<file path="src/rtl/instr_encoder.sv">
// RV64I instruction encoder: turns a structured request into raw 32-bit words.
// The LI pseudo-op expands to LUI+ADDI. The output is a one-entry valid/ready register stage.
module instr_encoder #(
   parameter int unsigned OPW = 5
) (
   input  logic           clk,
   input  logic           resetn,
   input  logic           req_valid,
   output logic           req_ready,
   input  logic [OPW-1:0] req_op,
   input  logic [4:0]     req_rd,
   input  logic [4:0]     req_rs1,
   input  logic [4:0]     req_rs2,
   input  logic [31:0]    req_imm,
   output logic           out_valid,
   input  logic           out_ready,
   output logic [31:0]    out_instr,
   output logic           out_last,
   output logic           err
);

   localparam int unsigned OP_ADD   = 0;
   localparam int unsigned OP_SUB   = 1;
   localparam int unsigned OP_XOR   = 2;
   localparam int unsigned OP_OR    = 3;
   localparam int unsigned OP_AND   = 4;
   localparam int unsigned OP_ADDI  = 5;
   localparam int unsigned OP_XORI  = 6;
   localparam int unsigned OP_ORI   = 7;
   localparam int unsigned OP_ANDI  = 8;
   localparam int unsigned OP_LD    = 9;
   localparam int unsigned OP_SD    = 10;
   localparam int unsigned OP_BEQ   = 11;
   localparam int unsigned OP_LUI   = 12;
   localparam int unsigned OP_AUIPC = 13;
   localparam int unsigned OP_JAL   = 14;
   localparam int unsigned OP_JALR  = 15;
   localparam int unsigned OP_LI    = 16;

   localparam logic [6:0] OPC_OP     = 7'h33;
   localparam logic [6:0] OPC_OPIMM  = 7'h13;
   localparam logic [6:0] OPC_LOAD   = 7'h03;
   localparam logic [6:0] OPC_STORE  = 7'h23;
   localparam logic [6:0] OPC_BRANCH = 7'h63;
   localparam logic [6:0] OPC_LUI    = 7'h37;
   localparam logic [6:0] OPC_AUIPC  = 7'h17;
   localparam logic [6:0] OPC_JAL    = 7'h6F;
   localparam logic [6:0] OPC_JALR   = 7'h67;

   typedef enum logic [1:0] {IDLE, OUT0, OUT1} state_e;

   state_e             state_q, state_d;
   logic [31:0]        instr_q, instr_d;
   logic [31:0]        second_q, second_d;
   logic               last_q, last_d;
   logic               err_q, err_d;

   logic [31:0]        op_w;
   logic signed [31:0] simm;
   logic [11:0]        imm12;
   logic [19:0]        li_hi;
   logic [2:0]         f3_alu;
   logic               fits_i, fits_b, fits_j;
   logic [31:0]        enc0_c, enc1_c;
   logic               two_c, bad_c;
   logic               accept_c;

   // Combinational encode of the request currently on the input side
   always_comb begin
      op_w   = 32'(req_op);
      simm   = $signed(req_imm);
      imm12  = req_imm[11:0];
      li_hi  = 20'((req_imm + 32'h0000_0800) >> 12);
      fits_i = (simm >= -32'sd2048) && (simm <= 32'sd2047);
      fits_b = (simm >= -32'sd4096) && (simm <= 32'sd4094) && !req_imm[0];
      fits_j = (simm >= -32'sd1048576) && (simm <= 32'sd1048574) && !req_imm[0];

      case (op_w)
         OP_XOR, OP_XORI: f3_alu = 3'd4;
         OP_OR,  OP_ORI:  f3_alu = 3'd6;
         OP_AND, OP_ANDI: f3_alu = 3'd7;
         default:         f3_alu = 3'd0;
      endcase

      enc0_c = '0;
      enc1_c = '0;
      two_c  = 1'b0;
      bad_c  = 1'b0;
      case (op_w)
         OP_ADD, OP_SUB, OP_XOR, OP_OR, OP_AND:
            enc0_c = {(op_w == OP_SUB) ? 7'h20 : 7'h00, req_rs2, req_rs1, f3_alu, req_rd, OPC_OP};
         OP_ADDI, OP_XORI, OP_ORI, OP_ANDI: begin
            bad_c  = !fits_i;
            enc0_c = {imm12, req_rs1, f3_alu, req_rd, OPC_OPIMM};
         end
         OP_LD: begin
            bad_c  = !fits_i;
            enc0_c = {imm12, req_rs1, 3'd3, req_rd, OPC_LOAD};
         end
         OP_SD: begin
            bad_c  = !fits_i;
            enc0_c = {req_imm[11:5], req_rs2, req_rs1, 3'd3, req_imm[4:0], OPC_STORE};
         end
         OP_BEQ: begin
            bad_c  = !fits_b;
            enc0_c = {req_imm[12], req_imm[10:5], req_rs2, req_rs1, 3'd0,
                      req_imm[4:1], req_imm[11], OPC_BRANCH};
         end
         OP_LUI:   enc0_c = {req_imm[19:0], req_rd, OPC_LUI};
         OP_AUIPC: enc0_c = {req_imm[19:0], req_rd, OPC_AUIPC};
         OP_JAL: begin
            bad_c  = !fits_j;
            enc0_c = {req_imm[20], req_imm[10:1], req_imm[11], req_imm[19:12], req_rd, OPC_JAL};
         end
         OP_JALR: begin
            bad_c  = !fits_i;
            enc0_c = {imm12, req_rs1, 3'd0, req_rd, OPC_JALR};
         end
         OP_LI: begin
            if (fits_i) begin
               enc0_c = {imm12, 5'd0, 3'd0, req_rd, OPC_OPIMM};
            end else if (req_imm[31:11] == 21'h0F_FFFF) begin
               // Rounding up would carry into bit 31 and LUI would sign-extend wrongly
               bad_c = 1'b1;
            end else begin
               enc0_c = {li_hi, req_rd, OPC_LUI};
               enc1_c = {imm12, req_rd, 3'd0, req_rd, OPC_OPIMM};
               two_c  = (imm12 != 12'd0);
            end
         end
         default: bad_c = 1'b1;
      endcase
   end

   // Ready whenever the slot is empty or the final word leaves this cycle
   always_comb begin
      req_ready = (state_q == IDLE)
                | ((state_q == OUT0) & last_q & out_ready)
                | ((state_q == OUT1) & out_ready);
   end

   always_comb begin
      state_d  = state_q;
      instr_d  = instr_q;
      second_d = second_q;
      last_d   = last_q;
      err_d    = 1'b0;
      accept_c = req_valid & req_ready;

      if ((state_q == OUT0) && out_ready && !last_q) begin
         state_d = OUT1;
         instr_d = second_q;
         last_d  = 1'b1;
      end else begin
         if ((state_q != IDLE) && out_ready) begin
            state_d = IDLE;
         end
         if (accept_c) begin
            if (bad_c) begin
               err_d   = 1'b1;
               state_d = IDLE;
            end else begin
               state_d  = OUT0;
               instr_d  = enc0_c;
               second_d = enc1_c;
               last_d   = !two_c;
            end
         end
      end
   end

   always_ff @(posedge clk) begin
      if (!resetn) begin
         state_q  <= IDLE;
         instr_q  <= '0;
         second_q <= '0;
         last_q   <= 1'b0;
         err_q    <= 1'b0;
      end else begin
         state_q  <= state_d;
         instr_q  <= instr_d;
         second_q <= second_d;
         last_q   <= last_d;
         err_q    <= err_d;
      end
   end

   assign out_valid = (state_q != IDLE);
   assign out_instr = instr_q;
   assign out_last  = last_q;
   assign err       = err_q;

endmodule

</file>
<file path="config.mk">
export PLATFORM = sky130hd
export DESIGN_NAME = instr_encoder
export DESIGN_NICKNAME = d
export VERILOG_FILES = /design/src/rtl/instr_encoder.sv
export SDC_FILE = /design/constraint.sdc
export NUM_CORES = 1
export LEC_CHECK = 0
export ABC_AREA = 1
export BUFFER_PORTS_ARGS = -buffer_cell sky130_fd_sc_hd__buf_4
export CAP_MARGIN = 10
export CORE_ASPECT_RATIO = 1.2
export CORE_MARGIN = 2
export CORE_UTILIZATION = 40
export CTS_CLUSTER_DIAMETER = 100
export DETAILED_ROUTE_END_ITERATION = 8
export SLEW_MARGIN = 10
export SYNTH_ARGS = -nofsm -noshare
export SYNTH_HDL_FRONTEND = slang
export SYNTH_SLANG_ARGS = --single-unit
</file>
<file path="constraint.sdc">
create_clock -name clk -period 1.9 [get_ports clk]
set_clock_uncertainty 0.1 [all_clocks]
set_input_delay 0.095 -clock clk [delete_from_list [all_inputs] [get_ports clk]]
set_output_delay 0.095 -clock clk [all_outputs]
set_load 0.02 [all_outputs]
</file>
After elaboration in Yosys (flattened, before gate mapping)
Index checks and enable logic that the tools add are counted.
{ "totals": {"register_bits": 68, "input_bits": 56, "out_inout_bits": 36, "wordCells": 100} }
{ "op_classes": {"add_sub_neg": 1, "order_cmp": 6, "n_eq_ne": 20, "muxes": 25, "bitwise_logic": 10, "n_reduce_logical": 32} }
{ "ops": {"columns": ["op", "n"], "rows": [
  ["one-hot mux 32 bit (10 select lines)", 1],
  ["2-to-1 mux 32 bit", 8],
  ["== test 5 x 4 -> 1 bit, second input constant", 8],
  ["adder 32 x 12 -> 32 bit, second input constant", 1],
  [">= comparator 32 x 12 -> 1 bit, second input constant", 1],
  [">= comparator 32 x 13 -> 1 bit, second input constant", 1],
  [">= comparator 32 x 21 -> 1 bit, second input constant", 1],
  ["<= comparator 32 x 12 -> 1 bit, second input constant", 1],
  ["<= comparator 32 x 13 -> 1 bit, second input constant", 1],
  ["<= comparator 32 x 21 -> 1 bit, second input constant", 1],
  ["== test 21 x 20 -> 1 bit, second input constant", 1],
  ["== test 5 x 3 -> 1 bit, second input constant", 4],
  ["OR reduction 7 bit", 2],
  ["nonzero test 12 bit", 1],
  ["== test 5 x 2 -> 1 bit, second input constant", 2],
  ["2-to-1 mux 1 bit", 10],
  ["one-hot mux 3 bit (3 select lines)", 1],
  ["logical AND 1 bit", 8],
  ["OR reduction 2 bit", 4],
  ["logical NOT 1 bit", 6],
  ["2-to-1 mux 2 bit", 3],
  ["2-to-1 mux 6 bit", 1],
  ["nonzero test 2 bit", 3],
  ["== test 5 x 1 -> 1 bit, second input constant", 1],
  ["other kinds (16)", 23]
]} }

Depth between registers and ports, before layout
Gate-level depths: netlist of run 1.
{ "logic_depth": {"depth_word": 8, "ltp_mapped": 16, "ltp_nobuf": 15} }

Worst setup path after synthesis of run 1
No wires, ideal clock.
{ "synth_path": {"path_kind": "register -> register", "start": "reg last_q (netlist: out_last)", "end": "reg instr_q[29] (netlist: out_instr[29])", "arrival_ns": 1.659, "setup_slack_ns": 0.071, "path_stages_with_launch": 10, "path_buffers": 2, "path_cell_list": "dfxtp_1 nor2_1 and3_1 inv_1 clkbuf_1 buf_1 nand2_1 nand2_1 nand3_1 a21oi_1"} }
{ "synth_between": {"elab_chain_len": 7, "word_cells_on_any_way": 11, "classes_between": "eq/ne: 1; mux: 1; bitwise: 5; reduce/logical: 4"} }
{ "synth_rtl": {"columns": ["item", "line", "rtl"], "rows": [
  ["from (decl)", "55", "logic last_q, last_d;"],
  ["from (signal assigned)", "183", "last_q <= last_d;"],
  ["AND 1 bit (2 in a row)", "138", "| ((state_q == OUT0) & last_q & out_ready)"],
  ["bitwise OR 1 bit", "138", null],
  ["bitwise OR 1 bit", "139", "| ((state_q == OUT1) & out_ready);"],
  ["AND 1 bit", "148", "accept_c = req_valid & req_ready;"],
  ["nonzero test 2 bit (no line)", null, null],
  ["AND reduction 2 bit (no line)", null, null],
  ["to (signal assigned)", "181", "instr_q <= instr_d;"],
  ["to (decl)", "53", "logic [31:0] instr_q, instr_d;"]
]} }
Parallel ways exist; a longest one is shown, timed or not.
A chain may end at the register's enable or synchronous reset.

Final worst setup path of run 1
{ "layout_path": {"start": "in req_imm[22]", "end": "reg last_q (netlist: out_last)"} }
{ "layout_between": {"elab_chain_len": 8, "word_cells_on_any_way": 27, "classes_between": "order compare: 6; eq/ne: 2; mux: 9; reduce/logical: 10"} }
{ "layout_rtl": {"columns": ["item", "line", "rtl"], "rows": [
  ["from (decl)", "14", "input logic [31:0] req_imm,"],
  [">= comparator 32 x 12 -> 1 bit, or another cell as far along", "74", "fits_i = (simm >= -32'sd2048) && (simm <= 32'sd2047);"],
  ["logical AND 1 bit or 2-to-1 mux 1 bit (tied branches)", "74, 122", null],
  ["2-to-1 mux 1 bit", "120", "if (fits_i) begin"],
  ["2-to-1 mux 1 bit", "89", "case (op_w)"],
  ["logical NOT 1 bit", "166", "last_d = !two_c;"],
  ["2-to-1 mux 1 bit", "159", "if (bad_c) begin"],
  ["2-to-1 mux 1 bit", "158", "if (accept_c) begin"],
  ["2-to-1 mux 1 bit", "150", "if ((state_q == OUT0) && out_ready && !last_q) begin"]
]} }
Parallel ways exist; a longest one is shown, timed or not. The select of a mux whose other input is x is not followed.

==> run_results.csv, run 1 <==
group,metric,value,unit
layout,regArea,1061,sq um
sta,rsz0062_at_grt,"yes",
clock_network,cts.clk_slew.worst_paths,60,ps
synth,synth-edff-count,0,
clock_network,cts_tree,"built",
synth,synth_top_area_cell,"dfxtp_1",
die,start_util,0.4103,
critical_path,start_kind,"primary input",
critical_path,crit_required,1980,ps
sta,setup_viol,0,
layout,antenna_cells,0,
placement,hpwl,17.32,mm
critical_path,cp-end-kind,"flop",
layout,multi_input_area,3289,sq um
sta,post-route-period-util,0.9591,
outcome,status,"complete, no violations",
route,wirelength,21.00,mm
power_and_ir_drop,power.density,487.1,nW/um^2
synth,synthCells,861,
power_and_ir_drop,total_power,0.003338,W
clock_network,ctsLongestPathBuffers,2,
synth,yosysSeqAreaShare,0.2225,
route,drt_first_iter_violations,611,
synth,syn-num-nets,920,
global_route,gr-total-overflow,0,
critical_path,cp_data_arrival_time,1910,ps
synth,synth_top_area_frac,0.2225,
route,drc,0,
power_and_ir_drop,peakVddDrop,0.6262,mV
sta,layout_min_cycle_time,1822,ps
critical_path,path_class,"primary input to flop",
worst_hold_path,hp-class,"primary input to flop",
sta,whs,35.27,ps
synth,syn_area_per_cell,5.538,sq um
die,std_cell_rows,43,
clock_network,cts_made_buffers,5,
synth,ys_ff_latch,53,
job,maxCapViolations,0,
synth,yosysUniqueCellTypes,40,
die,ios,92,
die,die-area,12810,sq um
route,vias_per_cell,5.404,
sta,hold_viol_final,0,
route,postRouteAntennaNets,0,
sta,fmax,548.8,MHz
global_route,track_usage,0.3270,
die,core_region_area,11620,sq um
synth,yosys_most_used_dff,"dfxtp_1",
die,die_w,103.7,um
clock_network,htreeDepth,2,
die,dieHeight,123.6,um
synth,async_flop_share,0,
sta,relSlewSlack,0.5784,
clock_network,cts_root_buffer,"clkbuf_16",
route,firstDrtPassIters,6,
clock_network,cts_sinks,53,
global_route,grt_max_degree,42,
synth,syn_area,4768,sq um
power_and_ir_drop,p_leak,3.246,nW
global_route,antenna_found_initial,0,
placement,port_buffers,91,
sta,setup_slack,77.70,ps
layout,final_util,0.5897,
sta,maxSlewViolCount,0,
synth,yosys-top-cells-area,"dfxtp_1 22%, nand2_1 21%, nand3_1 14%",
global_route,grt_pass1_vias,6178,
clock_network,worstSkewPairLatency,290,ps
layout,area_growth,43.72,%
layout,fin_nets,1121,
critical_path,cp_max_fo,25,
sta,worstMarginPinSlew,626.6,ps
placement,place_congestion,0.9835,
route,wl_per_cell,17.21,um
global_route,grt_first_pass_wirelength,32.64,mm
layout,drive_gt1_frac,0.2747,
placement,pre_cts_ws,-369.2,ps
layout,num-fill-cells,1224,
synth,yosys_warnings,0,
route,via_count,6593,
critical path: stages:
cell and delay, ps:
buf_4 120, buf_4 140, nor2_1 230, nand4_1 220
nor2_1 140, nand2_1 60, nand3_1 80, nand2_1 90
nand2_2 120, nand3_4 160, clkinv_8 150, nand3b_1 110
nor2_1 140, nor2_1 60
registers in the layout, indices dropped and copies added (netlist names):
| register | count |
|---|---|
| second_q | 18 |
| state_q | 2 |
| out_last | 1 |
| err | 1 |
| out_instr | 31 |
cell usage after synthesis, types with 2 or more instances:
cell type  number
and2_1          2
o211ai_1        7
inv_1          58
o21ai_0        22
clkbuf_1       16
nor3_1         10
nand2_2         8
o22ai_1         6
nand2_1       265
buf_4          10
nand4_1        13
xnor2_1         3
nor4_1         14
buf_2           5
ha_1            3
a21oi_1        60
nor2_2          8
inv_2           9
dfxtp_1        53
xor2_1          5
buf_6           4
nor2_1        118
nand3_1       137
buf_1           6
nand3b_1        3
nand2_4         2
what timing repair did:
action | in CTS | in global routing
hold buffers | 1 | 0
resized for setup | 1 | 25
pin swaps | 0 | 3
hold endpoints to repair | 4 | 0
setup buffers | 0 | 3
endpoints found under the setup margin | 4 | 49
report_power, final:
group	leakage (nW)	switching (W)	internal, W
registers	0.429	0.0000196	0.00114
clock network	0.0831	0.000403	0.000658
logic	2.73	0.000663	0.000450
total	3.25	0.00109	0.00225
worst paths after layout:
check	from	to	slack (ps)	cells past startpoint
max	req_imm[22]	out_last	80	14
min	out_ready	state_q[1]	40	4
min reg2reg	second_q[15]	second_q[15]	370	2
max reg2reg	state_q[1]	out_instr[18]	150	8
layer usage:
metal,up-vias,share of wire,GRT usage
met5,-,0,0
met4,0,0.057,0.1850
met3,64,0.056,0.03192
met2,297,0.51,0.6225
met1,3000,0.38,0.3593
li1,3232,-,-
final cells by class:
type	instances	share of cell area
multi-input combinational	699	0.4800
timing repair buffer	235	0.2711
sequential	53	0.1548
inverter	68	0.03962
tap	157	0.02867
clock buffer	6	0.02027
clock inverter	2	0.005477
metrics by stage:
stage | instances | instance area [sq um] | TNS, ps
after floorplan | 861 | 4768 | 0
after CTS | 1217 | 6748 | 0
after detailed placement | 1208 | 6559 | -12150
final | 1220 | 6853 | 0
after global routing | 1220 | 6853 | -30.53
after global placement | 1208 | 6559 | -12030
cell usage in the layout (no fill, tap or decap), types with 2 or more instances in the layout:
cell          n
and2_1        2
buf_12        7
nor4_1       14
nand3b_1      3
nand4_1      13
nor2_1      109
buf_4       226
clkinvlp_4    2
dfxtp_1      53
clkbuf_16     5
o211ai_1      7
xor2_1        5
o22ai_1       6
o21ai_0      22
ha_1          3
nand3_1     136
nor3_1        9
nand2_1     259
xnor2_1       3
nor2_2       17
inv_2         9
nand2_2      14
a21oi_1      60
inv_1        57
cell families (layout without fill, tap and decap cells):
logic type / Yosys count / after routing / synth area share
AND/OR/NAND/NOR: 585 / 585 / 0.5356
adder cells (fa/ha/maj): 3 / 3 / 0.007873
XOR/XNOR: 8 / 8 / 0.01469
AO/OA/AOI/OAI: 103 / 103 / 0.1181
buffers and inverters: 109 / 311 / 0.1013
flip-flops: 53 / 53 / 0.2225
No activity file was read; power rests on OpenSTA's default activity.
==> run 2, diff against run 1 <==
==> constraint.sdc (replaced) <==
create_clock -name clk -period 1.9 [get_ports clk]
set_clock_uncertainty 0.1 [all_clocks]
set_input_delay 0.285 -clock clk [delete_from_list [all_inputs] [get_ports clk]]
set_output_delay 0.285 -clock clk [all_outputs]
set_load 0.02 [all_outputs]
==> run 2 against run 1 <==
Against the previous run: the run now ends with negative setup slack left; register-to-register slack worse by 90 ps; worst hold slack better by 78 ps; sequential share of layout area down 1.7 points; maximum frequency down 6.5%; first-iteration DRC count up 2.0%; core utilization up 7.2 points; routed wire length up 10%; total power up 6.8%; largest power group is now combinational logic.
==> run_results.csv, run 2 (synthesis gave the netlist of run 1 again) <==
group,metric,value,unit
die,die-area,12810,sq um
critical_path,crit_end,"second_q[30]",
critical_path,cp-end-kind,"flop",
critical_path,cp_data_arrival_time,2000,ps
clock_network,cts_made_buffers,5,
clock_network,cts.clk_slew.worst_paths,70,ps
placement,port_buffers,91,
critical_path,cp.depth,17,
layout,area_growth,61.37,%
sta,layout_min_cycle_time,1950,ps
critical_path,timing.rr.end,"second_q[30]",
global_route,track_usage,0.3395,
sta,setup_slack,-49.64,ps
sta,rsz0062_at_grt,"yes",
route,vias_per_cell,5.537,
die,die_w,103.7,um
die,std_cell_rows,43,
die,ios,92,
power_and_ir_drop,peakVddDrop,0.5488,mV
critical_path,crit_path_cell_trace,"buf_6, ha_4, buf_6, nand3_4, nor2_4, inv_2, nor2_4, nand3_2, nand3_2, nand2_2, nand2_4, buf_6, nand4_4, buf_12, buf_12, nand2_1, a21oi_1",
clock_network,cts_tree,"built",
global_route,grt_first_pass_wirelength,34.08,mm
global_route,grt_max_degree,53,
layout,mostFrequentLayoutCells,"254 x buf_4, 239 x nand2_1, 112 x nand3_1, 100 x nor2_1, 57 x inv_1",
route,postRouteAntennaNets,0,
critical_path,path_delay_family,"simple AND/OR/NAND/NOR gates",
clock_network,ctsLongestPathBuffers,2,
critical_path,worst_r2r_path_depth,9,
layout,fin_nets,1167,
critical_path,cp_slowest_stage_delay,180,ps
placement,place_congestion,1.029,
critical_path,cp_max_fo,12,
global_route,grt_pass1_vias,6482,
placement,dp.cells,1232,
critical_path,reg2reg_from,"state_q[1]",
layout,final_util,0.6621,
power_and_ir_drop,power.density,463.5,nW/um^2
die,dieHeight,123.6,um
critical_path,path_buf_inv,6,
outcome,status,"finished, violations left",
route,dr_wl_met3,1.584,mm
job,maxCapViolations,0,
die,start_util,0.4103,
clock_network,htreeDepth,2,
critical_path,cpMaxStageDelayCell,"buf_12",
critical_path,r2r_slack,60,ps
critical_path,start_kind,"primary input",
route,wl_per_cell,18.29,um
global_route,antenna_found_initial,0,
die,core_region_area,11620,sq um
sta,post-route-period-util,1.026,
placement,hpwl,17.30,mm
sta,fmax,512.9,MHz
layout,final_cells,1266,
clock_network,cts_root_buffer,"clkbuf_16",
outcome,violations,"negative setup slack",
placement,pre_cts_ws,-573.4,ps
critical_path,cp_common_cell,"buf_6",
layout,antenna_cells,0,
power_and_ir_drop,p_leak,3.561,nW
route,top_layer,"met4",
sta,relSlewSlack,0.6133,
route,via_count,7010,
layout,drive_gt1_frac,0.3670,
route,drc,0,
critical_path,crit_required,1950,ps
layout,largest_reg_flops,31,
clock_network,worstSkewPairLatency,290,ps
clock_network,cts_sinks,53,
route,firstDrtPassIters,6,
critical_path,path_class,"primary input to flop",
route,wirelength,23.16,mm
worst_hold_path,hp-class,"primary input to flop",
global_route,gr-total-overflow,0,
critical_path,startpoint,"req_imm[12]",
route,drt_first_iter_violations,623,
placement,place_area,6740,sq um
layout,fin_area,7695,sq um
route,wl_met1,8.719,mm
sta,setup_viol,25,
sta,worstMarginPinSlew,580.1,ps
route,wl_met2,11.27,mm
sta,maxSlewViolCount,0,
layout,layout_commonest_cell,"buf_4",
sta,hold_viol_final,0,
## run 2: layer usage
layer  GRT usage  vias to the layer above
li1            -                     3326
met1      0.3907                     3208
met2      0.6022                      386
met3     0.04029                       90
met4      0.2238                        0
met5           0                        -
## run 2: layout make-up
class,count,area [sq um]
Inverter,68,262.8
Multi-Input combinational cell,701,3701
Timing Repair inverter,2,25.02
Sequential cell,53,1061
Tap cell,157,196.4
Fill cell,1114,3926
Timing Repair Buffer,277,2272
Clock inverter,2,37.54
Clock buffer,6,138.9
## run 2: worst min-delay path by stage
stage	cells after the start	slack [ps]	startpoint	end
detailed placement	2	350	second_q[16]	second_q[16]
CTS	3	110	resetn	out_instr[1]
finish	3	110	resetn	out_instr[1]
global placement	2	350	second_q[16]	second_q[16]
floorplan	2	280	resetn	out_instr[1]
global route	3	130	resetn	out_instr[1]
## run 2: where the power goes
part,internal (W),leakage (nW),switching [W],total [W]
Combinational,0.000566,3.05,0.000777,0.00134
Clock,0.000657,0.0831,0.000398,0.00106
Sequential,0.00114,0.429,0.0000231,0.00117
## run 2: repair_timing
item	in CTS	in global routing
hold buffers	0	0
setup endpoints to repair	51	52
cloned	5	2
pin swaps	16	39
resized for setup	37	96
setup buffers	13	8
## run 2: worst reg2reg max path, delay by kind of cell (launching register included)
family / cells / cell delay, ps
compound gates: 1 / 80
buf+inv: 3 / 440
flops: 1 / 330
simple gates: 5 / 750
## run 2: through the flow
step           power [W]  setup TNS [ps]  hold slack [ps]
2_1_floorplan   0.001741          -89.75            282.6
3_3_place_gp    0.002293          -21350            352.0
3_5_place_dp    0.002305          -23570            353.7
4_1_cts         0.003445          -42.70            113.3
5_1_grt         0.003707           -4410            130.3
6_report        0.003567          -413.5            113.3
==> run 3, diff against run 2 <==
--- a/config.mk
+++ b/config.mk
@@ -13,6 +13,7 @@
 export CORE_UTILIZATION = 40
 export CTS_CLUSTER_DIAMETER = 100
 export DETAILED_ROUTE_END_ITERATION = 8
+export GPL_TIMING_DRIVEN = 0
 export SLEW_MARGIN = 10
 export SYNTH_ARGS = -nofsm -noshare
 export SYNTH_HDL_FRONTEND = slang
==> run 3 against run 2 <==
Against the previous run: the run still ends with negative setup slack left; total power fell by 1.9%; clock-buffer cell count rose by 1; first-iteration DRC count fell by 24%; highest routed layer unchanged.
==> run_results.csv, run 3 (synthesis gave the netlist of run 1 again) <==
group,metric,value,unit
outcome,violations,"negative setup slack",
critical_path,startpoint,"req_imm[25]",
die,die-area,12810,sq um
sta,worstMarginPinSlew,705.4,ps
clock_network,ctsLongestPathBuffers,2,
power_and_ir_drop,p_leak,3.060,nW
critical_path,cp_data_arrival_time,2040,ps
critical_path,cp-end-kind,"flop",
sta,rsz0062_at_grt,"yes",
layout,fin_nets,1062,
clock_network,cts_tree,"built",
global_route,gr-total-overflow,0,
power_and_ir_drop,peakVddDrop,0.5546,mV
power_and_ir_drop,power.density,493.9,nW/um^2
die,start_util,0.4103,
layout,fin_area,7083,sq um
clock_network,worstSkewPairLatency,300,ps
critical_path,cp_max_fo,7,
layout,num-fill-cells,1164,
power_and_ir_drop,p_sw_frac,0.3481,
sta,post-route-period-util,1.007,
placement,place_congestion,1.008,
critical_path,start_kind,"primary input",
power_and_ir_drop,power_frac_seq,0.333,
sta,setup_viol,1,
die,dieHeight,123.6,um
layout,area_growth,48.54,%
layout,layout_commonest_cell,"nand2_1",
sta,setup_slack,-12.41,ps
route,via_count,6627,
sta,fmax,522.9,MHz
route,wl_per_cell,19.55,um
layout,mostFrequentLayoutCells,"234 x nand2_1, 118 x nand3_1, 111 x buf_4, 88 x nor2_1, 53 x dfxtp_1",
clock_network,cts_root_buffer,"clkbuf_16",
placement,hpwl,16.76,mm
critical_path,crit_required,2030,ps
route,vias_per_cell,5.708,
die,std_cell_rows,43,
global_route,grt_max_degree,16,
sta,maxSlewViolCount,0,
die,die_w,103.7,um
clock_network,cts_sinks,53,
die,core_region_area,11620,sq um
global_route,antenna_found_initial,0,
placement,port_buffers,85,
power_and_ir_drop,power_frac_comb,0.363,
worst_hold_path,hp-start,"resetn",
power_and_ir_drop,switchingPower,0.001218,W
power_and_ir_drop,p_clk_frac,0.305,
route,drc,0,
layout,multi_input_area,3881,sq um
sta,layout_min_cycle_time,1912,ps
clock_network,cts_made_buffers,5,
layout,antenna_cells,0,
power_and_ir_drop,internal_power,0.002280,W
global_route,grt_first_pass_wirelength,32.52,mm
sta,hold_viol_final,0,
route,postRouteAntennaNets,0,
placement,place_area,5643,sq um
clock_network,htreeDepth,2,
layout,regArea,1061,sq um
worst_hold_path,hp-class,"primary input to flop",
route,drt_first_iter_violations,476,
sta,relSlewSlack,0.5254,
layout,drive_gt1_frac,0.3247,
job,maxCapViolations,0,
outcome,status,"finished, violations left",
global_route,track_usage,0.3288,
route,wirelength,22.70,mm
layout,final_util,0.6095,
die,ios,92,
clock_network,cts_hold_repair.buffers,0,
critical_path,reg2reg_from,"out_last",
layout,largest_reg_flops,31,
power_and_ir_drop,total_power,0.003498,W
global_route,grt_pass1_vias,5969,
critical_path,path_class,"primary input to flop",
clock_network,cts.clk_slew.worst_paths,70,ps
route,firstDrtPassIters,5,
## run 3: power groups by stage
stage / sequential (W) / combinational (W) / clock, W
6_report: 0.00116 / 0.00127 / 0.00107
5_1_grt: 0.00117 / 0.00134 / 0.00112
4_1_cts: 0.00116 / 0.00105 / 0.00106
3_5_place_dp: 0.00119 / 0.000956 / 0
3_3_place_gp: 0.00119 / 0.000949 / 0
2_1_floorplan: 0.00122 / 0.000519 / 0
## run 3: worst paths after layout
kind | endpoint | slack [ps] | depth (start not counted)
max | out_instr[13] | -10 | 15
min | out_instr[1] | 140 | 3
max reg2reg | out_instr[26] | 40 | 9
min reg2reg | second_q[27] | 370 | 2
## run 3: metrics by stage
| stage | hold WS (ps) | worst slack (ps) | std cells | setup TNS (ps) |
|---|---|---|---|---|
| floorplan | 282.6 | -8.736 | 861 | -89.75 |
| global placement | 351.0 | -718.8 | 1103 | -32500 |
| detailed placement | 356.4 | -758.1 | 1103 | -34660 |
| CTS | 137.7 | -3.779 | 1132 | -3.779 |
| global route | 157.8 | -121.9 | 1161 | -3498 |
| finish | 144.1 | -12.41 | 1161 | -12.41 |
## run 3: critical path, cell delays in order
cell and delay, ps:
buf_4 140, nor2_4 110, nand2_2 70, nor2_2 120
nand3_1 100, nand2_2 130, nand2_4 90, nand2_2 70
nand2_2 60, nor2_4 170, nand3_4 160, inv_6 150
clkbuf_16 160, nand3_1 80, a21oi_1 160
## run 3: cell type report
| cell class | count | share of cell area |
|---|---|---|
| tap | 157 | 0.02773 |
| clock inverter | 1 | 0.004240 |
| buffer | 41 | 0.04646 |
| multi-input combinational | 701 | 0.5480 |
| inverter | 68 | 0.04116 |
| clock buffer | 7 | 0.02014 |
| sequential | 53 | 0.1498 |
| timing repair buffer | 133 | 0.1625 |
## run 3: timing repair
item,4_1_cts,5_1_grt
setup buffers,19,21
endpoints found under the setup margin,52,52
pin swaps,26,32
cloned,2,8
resized for setup,92,152
## run 3: per-layer routing
layer	global-route usage	share of wire	up-vias
met5	0	0	-
met4	0.1824	0.071	0
met3	0.03820	0.065	96
met2	0.6196	0.50	319
met1	0.3636	0.37	3080
li1	-	-	3132
